`src/rtl/id_pkg.sv`:
```
// Shared decode types and constants for the ID stage.
package id_pkg;

    localparam logic [6:0] OpcR      = 7'b0110011;
    localparam logic [6:0] OpcImm    = 7'b0010011;
    localparam logic [6:0] OpcLoad   = 7'b0000011;
    localparam logic [6:0] OpcStore  = 7'b0100011;
    localparam logic [6:0] OpcBranch = 7'b1100011;

    typedef enum logic [1:0] {
        AluAdd    = 2'b00,
        AluBranch = 2'b01,
        AluR      = 2'b10,
        AluI      = 2'b11
    } aluop_e;

    typedef struct packed {
        logic   alusrc;
        logic   mem2reg;
        logic   regwrite;
        logic   memread;
        logic   memwrite;
        logic   branch;
        aluop_e aluop;
    } ctrl_t;

    localparam logic [2:0] F3Beq  = 3'b000;
    localparam logic [2:0] F3Bne  = 3'b001;
    localparam logic [2:0] F3Blt  = 3'b100;
    localparam logic [2:0] F3Bge  = 3'b101;
    localparam logic [2:0] F3Bltu = 3'b110;
    localparam logic [2:0] F3Bgeu = 3'b111;

    function automatic int unsigned idx_width(int unsigned n);
        return (n > 1) ? $clog2(n) : 1;
    endfunction

    function automatic logic idx_in_range(logic [4:0] idx, int unsigned n);
        return 32'(idx) < n;
    endfunction

endpackage

```
`src/rtl/id_hazard_unit.sv`:
```
// Combinational hazard detection for ID: load-use stalls, branch-operand stalls and
// EX/MEM forward selection (the last two only with ID_BRANCH_RESOLVE_EN).
module id_hazard_unit
    import id_pkg::*;
(
    input  logic [4:0] rs1,
    input  logic [4:0] rs2,
    input  logic       use_rs1,
    input  logic       use_rs2,
    input  logic       is_branch,
    input  logic       idex_valid,
    input  logic [4:0] idex_rd,
    input  logic       idex_memread,
    input  logic       idex_regwrite,
    input  logic [4:0] mem_rd,
    input  logic       mem_memread,
    input  logic       mem_regwrite,
    output logic       stall,
    output logic       fwd_rs1,
    output logic       fwd_rs2
);

    logic idex_hit;
    logic load_use;

    assign idex_hit = (idex_rd != 5'd0) &&
                      ((use_rs1 && idex_rd == rs1) || (use_rs2 && idex_rd == rs2));
    assign load_use = idex_valid && idex_memread && idex_hit;

`ifdef ID_BRANCH_RESOLVE_EN
    logic mem_hit;
    logic br_ex_wait;
    logic br_mem_wait;

    assign mem_hit = (mem_rd != 5'd0) &&
                     ((use_rs1 && mem_rd == rs1) || (use_rs2 && mem_rd == rs2));
    // A branch compares in ID, so any in-flight producer not yet forwardable blocks it.
    assign br_ex_wait  = is_branch && idex_valid && idex_regwrite && idex_hit;
    assign br_mem_wait = is_branch && mem_memread && mem_hit;

    assign stall   = load_use || br_ex_wait || br_mem_wait;
    assign fwd_rs1 = mem_regwrite && !mem_memread && (mem_rd != 5'd0) && (mem_rd == rs1);
    assign fwd_rs2 = mem_regwrite && !mem_memread && (mem_rd != 5'd0) && (mem_rd == rs2);
`else
    logic unused_branch_inputs;
    assign unused_branch_inputs = ^{is_branch, idex_regwrite, mem_rd, mem_memread, mem_regwrite};

    assign stall   = load_use;
    assign fwd_rs1 = 1'b0;
    assign fwd_rs2 = 1'b0;
`endif

endmodule

```
`src/rtl/id_stage_pipe.sv`:
```
// Decode stage: register file, decoder, immediate generation, hazards and the ID/EX register.
// Define ID_BRANCH_RESOLVE_EN to resolve conditional branches in ID.
module id_stage_pipe
    import id_pkg::*;
#(
    parameter int unsigned XLEN = 32,
    parameter int unsigned NREG = 32
) (
    input  logic            clk,
    input  logic            rst_n,
    input  logic            if_valid,
    input  logic [31:0]     if_instr,
    input  logic [XLEN-1:0] if_pc,
    input  logic            wb_regwrite,
    input  logic [4:0]      wb_rd,
    input  logic [XLEN-1:0] wb_data,
    input  logic            mem_regwrite,
    input  logic            mem_memread,
    input  logic [4:0]      mem_rd,
    input  logic [XLEN-1:0] mem_alu_result,
    input  logic            ex_stall,
    output logic            id_stall,
    output logic            flush_if,
    output logic [XLEN-1:0] branch_target,
    output logic            valid_idex,
    output logic [XLEN-1:0] pc_idex,
    output logic [31:0]     instr_idex,
    output logic [XLEN-1:0] rs1_data_idex,
    output logic [XLEN-1:0] rs2_data_idex,
    output logic [XLEN-1:0] imm_idex,
    output logic [4:0]      rd_idex,
    output ctrl_t           ctrl_idex,
    output logic            br_taken_idex
);

    localparam int unsigned IdxW = idx_width(NREG);

    logic [6:0]      opcode;
    logic [2:0]      funct3;
    logic [4:0]      rs1, rs2;
    ctrl_t           ctrl;
    logic            use_rs1, use_rs2;
    logic [XLEN-1:0] imm;
    logic [XLEN-1:0] rf_q [NREG];
    logic            rf_we;
    logic [XLEN-1:0] rs1_rf, rs2_rf, rs1_val, rs2_val;
    logic            hz_stall, fwd_rs1, fwd_rs2;
    logic            stall_req;
    logic            br_taken;

    assign opcode = if_instr[6:0];
    assign funct3 = if_instr[14:12];
    assign rs1    = if_instr[19:15];
    assign rs2    = if_instr[24:20];

    always_comb begin
        ctrl    = '0;
        use_rs1 = 1'b0;
        use_rs2 = 1'b0;
        imm     = '0;
        case (opcode)
            OpcR: begin
                ctrl.aluop    = AluR;
                ctrl.regwrite = 1'b1;
                use_rs1       = 1'b1;
                use_rs2       = 1'b1;
            end
            OpcImm: begin
                ctrl.aluop    = AluI;
                ctrl.alusrc   = 1'b1;
                ctrl.regwrite = 1'b1;
                use_rs1       = 1'b1;
                imm           = {{(XLEN-12){if_instr[31]}}, if_instr[31:20]};
            end
            OpcLoad: begin
                ctrl.aluop    = AluAdd;
                ctrl.alusrc   = 1'b1;
                ctrl.memread  = 1'b1;
                ctrl.mem2reg  = 1'b1;
                ctrl.regwrite = 1'b1;
                use_rs1       = 1'b1;
                imm           = {{(XLEN-12){if_instr[31]}}, if_instr[31:20]};
            end
            OpcStore: begin
                ctrl.aluop    = AluAdd;
                ctrl.alusrc   = 1'b1;
                ctrl.memwrite = 1'b1;
                use_rs1       = 1'b1;
                use_rs2       = 1'b1;
                imm           = {{(XLEN-12){if_instr[31]}}, if_instr[31:25], if_instr[11:7]};
            end
            OpcBranch: begin
                ctrl.aluop  = AluBranch;
                ctrl.branch = 1'b1;
                use_rs1     = 1'b1;
                use_rs2     = 1'b1;
                imm         = {{(XLEN-12){if_instr[31]}}, if_instr[7], if_instr[30:25],
                               if_instr[11:8], 1'b0};
            end
            default: ;
        endcase
    end

    assign rf_we = wb_regwrite && (wb_rd != 5'd0) && idx_in_range(wb_rd, NREG);

    always_ff @(posedge clk or negedge rst_n) begin
        if (!rst_n) begin
            for (int i = 0; i < int'(NREG); i++) begin
                rf_q[i] <= '0;
            end
        end else if (rf_we) begin
            rf_q[wb_rd[IdxW-1:0]] <= wb_data;
        end
    end

    // Write-through: a same-cycle WB write is visible to the read.
    always_comb begin
        rs1_rf = '0;
        rs2_rf = '0;
        if (rs1 != 5'd0 && idx_in_range(rs1, NREG)) begin
            rs1_rf = (rf_we && wb_rd == rs1) ? wb_data : rf_q[rs1[IdxW-1:0]];
        end
        if (rs2 != 5'd0 && idx_in_range(rs2, NREG)) begin
            rs2_rf = (rf_we && wb_rd == rs2) ? wb_data : rf_q[rs2[IdxW-1:0]];
        end
    end

    id_hazard_unit u_hazard (
        .rs1          (rs1),
        .rs2          (rs2),
        .use_rs1      (use_rs1),
        .use_rs2      (use_rs2),
        .is_branch    (ctrl.branch),
        .idex_valid   (valid_idex),
        .idex_rd      (rd_idex),
        .idex_memread (ctrl_idex.memread),
        .idex_regwrite(ctrl_idex.regwrite),
        .mem_rd       (mem_rd),
        .mem_memread  (mem_memread),
        .mem_regwrite (mem_regwrite),
        .stall        (hz_stall),
        .fwd_rs1      (fwd_rs1),
        .fwd_rs2      (fwd_rs2)
    );

    assign rs1_val = fwd_rs1 ? mem_alu_result : rs1_rf;
    assign rs2_val = fwd_rs2 ? mem_alu_result : rs2_rf;

`ifdef ID_BRANCH_RESOLVE_EN
    always_comb begin
        br_taken = 1'b0;
        case (funct3)
            F3Beq:   br_taken = (rs1_val == rs2_val);
            F3Bne:   br_taken = (rs1_val != rs2_val);
            F3Blt:   br_taken = ($signed(rs1_val) <  $signed(rs2_val));
            F3Bge:   br_taken = ($signed(rs1_val) >= $signed(rs2_val));
            F3Bltu:  br_taken = (rs1_val <  rs2_val);
            F3Bgeu:  br_taken = (rs1_val >= rs2_val);
            default: br_taken = 1'b0;
        endcase
    end
`else
    logic unused_funct3;
    assign unused_funct3 = ^funct3;
    assign br_taken      = 1'b0;
`endif

    assign stall_req     = if_valid && hz_stall;
    assign id_stall      = ex_stall || stall_req;
    assign flush_if      = if_valid && ctrl.branch && br_taken && !id_stall;
    assign branch_target = flush_if ? (if_pc + imm) : '0;

    // Bubbles clear only valid/ctrl/br_taken; the payload is left as it was.
    always_ff @(posedge clk or negedge rst_n) begin
        if (!rst_n) begin
            valid_idex    <= 1'b0;
            pc_idex       <= '0;
            instr_idex    <= '0;
            rs1_data_idex <= '0;
            rs2_data_idex <= '0;
            imm_idex      <= '0;
            rd_idex       <= '0;
            ctrl_idex     <= '0;
            br_taken_idex <= 1'b0;
        end else if (!ex_stall) begin
            if (if_valid && !stall_req) begin
                valid_idex    <= 1'b1;
                pc_idex       <= if_pc;
                instr_idex    <= if_instr;
                rs1_data_idex <= rs1_val;
                rs2_data_idex <= rs2_val;
                imm_idex      <= imm;
                rd_idex       <= if_instr[11:7];
                ctrl_idex     <= ctrl;
                br_taken_idex <= ctrl.branch && br_taken;
            end else begin
                valid_idex    <= 1'b0;
                ctrl_idex     <= '0;
                br_taken_idex <= 1'b0;
            end
        end
    end

endmodule

```
`config.mk`:
```
export PLATFORM = sky130hd
export DESIGN_NAME = id_stage_pipe
export DESIGN_NICKNAME = d
export VERILOG_FILES = /design/src/rtl/id_pkg.sv /design/src/rtl/id_hazard_unit.sv /design/src/rtl/id_stage_pipe.sv
export SDC_FILE = /design/constraint.sdc
export NUM_CORES = 2
export LEC_CHECK = 0
export BUFFER_PORTS_ARGS = -buffer_cell sky130_fd_sc_hd__buf_2
export CORE_MARGIN = 3
export CORE_UTILIZATION = 56
export DETAILED_ROUTE_END_ITERATION = 16
export PLACE_DENSITY_LB_ADDON = 0.08
export SETUP_SLACK_MARGIN = 0.05
export SLEW_MARGIN = 0
export SYNTH_ARGS = -nofsm -noshare
export SYNTH_HDL_FRONTEND = slang
export SYNTH_HIERARCHICAL = 1
export SYNTH_SLANG_ARGS = --single-unit
```
`constraint.sdc`:
```
create_clock -name clk -period 2.09 [get_ports clk]
set_input_delay 0.1045 -clock clk [delete_from_list [all_inputs] [get_ports clk]]
set_output_delay 0.1045 -clock clk [all_outputs]
set_load 0.1 [all_outputs]
```
==> flow_metrics.tcl <==
set metrics [dict create \
    status "finished, violations left" \
    failed_checks "setup timing" \
    required_ns 1.99 \
    post-route-min-period_ns 2.570 \
    dieHeight_um 333.8 \
    grt_pass1_vias 42290 \
    wl_per_cell_um 32.11 \
    powerDensity_nw_per_um2 951.6 \
    r2r_start "instr_idex[11]" \
    critPathSlowestCell "dfrtp_4" \
    fin_crit_sh_pct 122.9 \
    globalRouteOverflowTotal 0 \
    clock_sinks 1173 \
    grt.total_usage_pct 34.45 \
    cp_data_arrival_time_ns 2.47 \
    synth.cell_area_um2 60190 \
    hpwl_mm 116.1 \
    dr.pass1.iters 10 \
    skew_ns 0.01504 \
    fin_util_pct 68.87 \
    hold_slack_ns 0.04332 \
    ys_ff_latch 1173 \
    path_buf_inv 2 \
    synth_top_area_cell "dfrtp_1" \
    clockBufferDepth 3 \
    cts_tree "done" \
    rows 119 \
    total_power_mw 69.47 \
    yosysSeqAreaShare_pct 48.77 \
    drc_errors 0 \
    ys_types 49 \
    drive_gt1_share_pct 57.61 \
    hold_path.startpoint "wb_data[11]" \
    cp.depth 7 \
    cp-startpoint "instr_idex[7]" \
    synthArstFlopShare_pct 100.0 \
    cp_max_fo 5 \
    p_leak_nw 31.90 \
    nNetsFinal 4681 \
    cp_top_family "flip-flops" \
    synth_warnings 6 \
    clock-root-buffer "clkbuf_16" \
    cpPeakStageDelay_ns 0.47 \
    numPortBuffers 312 \
    maxCapViolCount 0 \
    fmax_mhz 389.2 \
    slew_headroom_pct 44.01 \
    reg2regPathDepth 9 \
    rrSetupSlack_ns -0.47 \
    ant_nets 0 \
    grt_antenna_before_repair 2 \
    synth_ff_type "dfrtp_1" \
    crit_type "flop to primary output" \
    rsz0062_at_grt "true" \
    cp-end-kind "primary output" \
    gp_congestion 0.8513 \
    vias 41350 \
    drtIter0Drc 4295 \
    n_fill_cell 7276 \
    syn2layout_area_growth_pct 21.29 \
    ys_top_cells_by_area "dfrtp_1 (49%), mux4_2 (19%), mux2_2 (19%)" \
    clkLatencyLatePin_ns 0.73 \
    hold_viol 0 \
    avgSynthCellArea_um2 14.66 \
    die_w_um 333.8 \
    ios 354 \
    grt_start_max_net_pins 104 \
    hp-class "input port to flop" \
    worstSetupStartpointType "flop" \
    clk_pin_slew_ns 0.06 \
    via_per_inst 6.869 \
    setup_tns_ns -55.61 \
    core-area_um2 106000 \
    path_cells "buf_4 > xor2_1 > nor4_1 > nand3_1 > a21oi_2 > a21o_2 > buf_12" \
    syn_inst 4106 \
    start_util_pct 56.78 \
    grt_pass1_wl_mm 283.9 \
    routed_wl_mm 193.3 \
    die_area_um2 111500 \
    timing.rr.end "rs1_data_idex[13]" \
    endpoint "id_stall" \
    irDropWorstVdd_mv 0.6866 \
    layout_setup_ws_ns -0.4795 \
    cts_max_level 4 \
    synth-edff-count 0 \
    cts_buffers 131 \
    yosys.area.top_type_share_pct 48.77 \
    worstMarginPinSlew_ns 0.8367 \
    setup_viol 150 \
    slew_violations 0 \
]
[what timing repair did]
item,in CTS,in global routing
gates cloned,15,9
resized for setup,192,166
pin swaps,100,115
hold buffers,83,0
buffers inserted,17,9
hold endpoints to repair,1440,0
setup endpoints to repair,150,170
[metal layers]
metal | global-route usage (%) | share of wire (%) | vias to the layer above
li1 | - | - | 16630
met1 | 47.35 | 39 | 22110
met2 | 54.11 | 47 | 2109
met3 | 6.988 | 8.5 | 494
met4 | 14.77 | 4.9 | 0
met5 | 0 | 0 | -
[logic make-up (layout without fill, tap and decap cells)]
kind of cell	Yosys count	count (layout)	share of synthesized area, %
AOI/OAI and AO/OA	512	512	6.575
other	2	39	0.01248
buffers and inverters	525	1011	4.099
xor gates and xnor gates	20	20	0.2910
DFF	1173	1173	48.77
and+or+nand+nor	370	370	2.538
muxes	1504	1504	37.72
[metrics by stage]
step | instance area (um2) | cells | setup slack (ns)
6_report | 73010 | 6020 | -0.4795
5_1_grt | 73000 | 6018 | -0.5752
4_1_cts | 72360 | 6011 | -0.4528
3_5_place_dp | 65970 | 5673 | -0.3604
3_3_place_gp | 65970 | 5673 | -0.3308
2_1_floorplan | 60610 | 4140 | -0.3817
[Yosys cell counts (35+ instances only)]
library cell and count:
a21oi_1 36, dfrtp_1 1173, buf_1 72, a21o_1 35
buf_4 71, mux4_2 512, clkbuf_1 272, buf_2 88
nand2_1 263, a22oi_1 256, mux2_2 992, nor2_1 60
[power by group]
part           switching [mW]  internal (mW)
Combinational            8.22           8.18
Sequential               3.05           26.8
Clock                    9.41           13.8
[cell usage in the layout, fill, tap and decap left out, types with 36 or more instances in the layout]
master | Yosys | layout
conb_1 | 2 | 36
nand2_1 | 263 | 108
a22oi_1 | 256 | 256
buf_2 | 88 | 303
clkbuf_16 | 0 | 141
nand2_4 | 0 | 47
mux4_2 | 512 | 512
buf_4 | 71 | 190
mux2_2 | 992 | 992
dlygate4sd3_1 | 0 | 82
dfrtp_1 | 1173 | 1167
nor2_4 | 0 | 46
buf_12 | 0 | 161
nand2_2 | 0 | 107
[cell type report]
type | count | area (um2) | share of cell area (%)
diodes | 3 | 7.507 | 0.01028
clock buffers | 189 | 3901 | 5.344
clock inverters | 34 | 387.9 | 0.5313
inverters | 6 | 22.52 | 0.03085
multi-input cells | 2442 | 29730 | 40.72
flip-flops and latches | 1173 | 29370 | 40.23
well taps | 1391 | 1740 | 2.384
repair buffers | 782 | 7843 | 10.74
[state kept, by name, summed over array words and instances (netlist names)]
signal	count
rs2_data_idex	32
rf_q	1024
instr_idex	32
imm_idex	13
pc_idex	32
ctrl_idex	7
valid_idex	1
rs1_data_idex	32
[how the worst min path moves through the flow]
stage                        end  cells past startpoint  slack, ns
detailed placement     rf_q[924]                      1       0.05
global placement       rf_q[924]                      1       0.05
finish                 rf_q[811]                      2       0.04
CTS                     rf_q[83]                      2     0.0001
global route           rf_q[148]                      2       0.04
floorplan           ctrl_idex[0]                      0      -0.19
No activity file was read; power rests on OpenSTA's default activity.
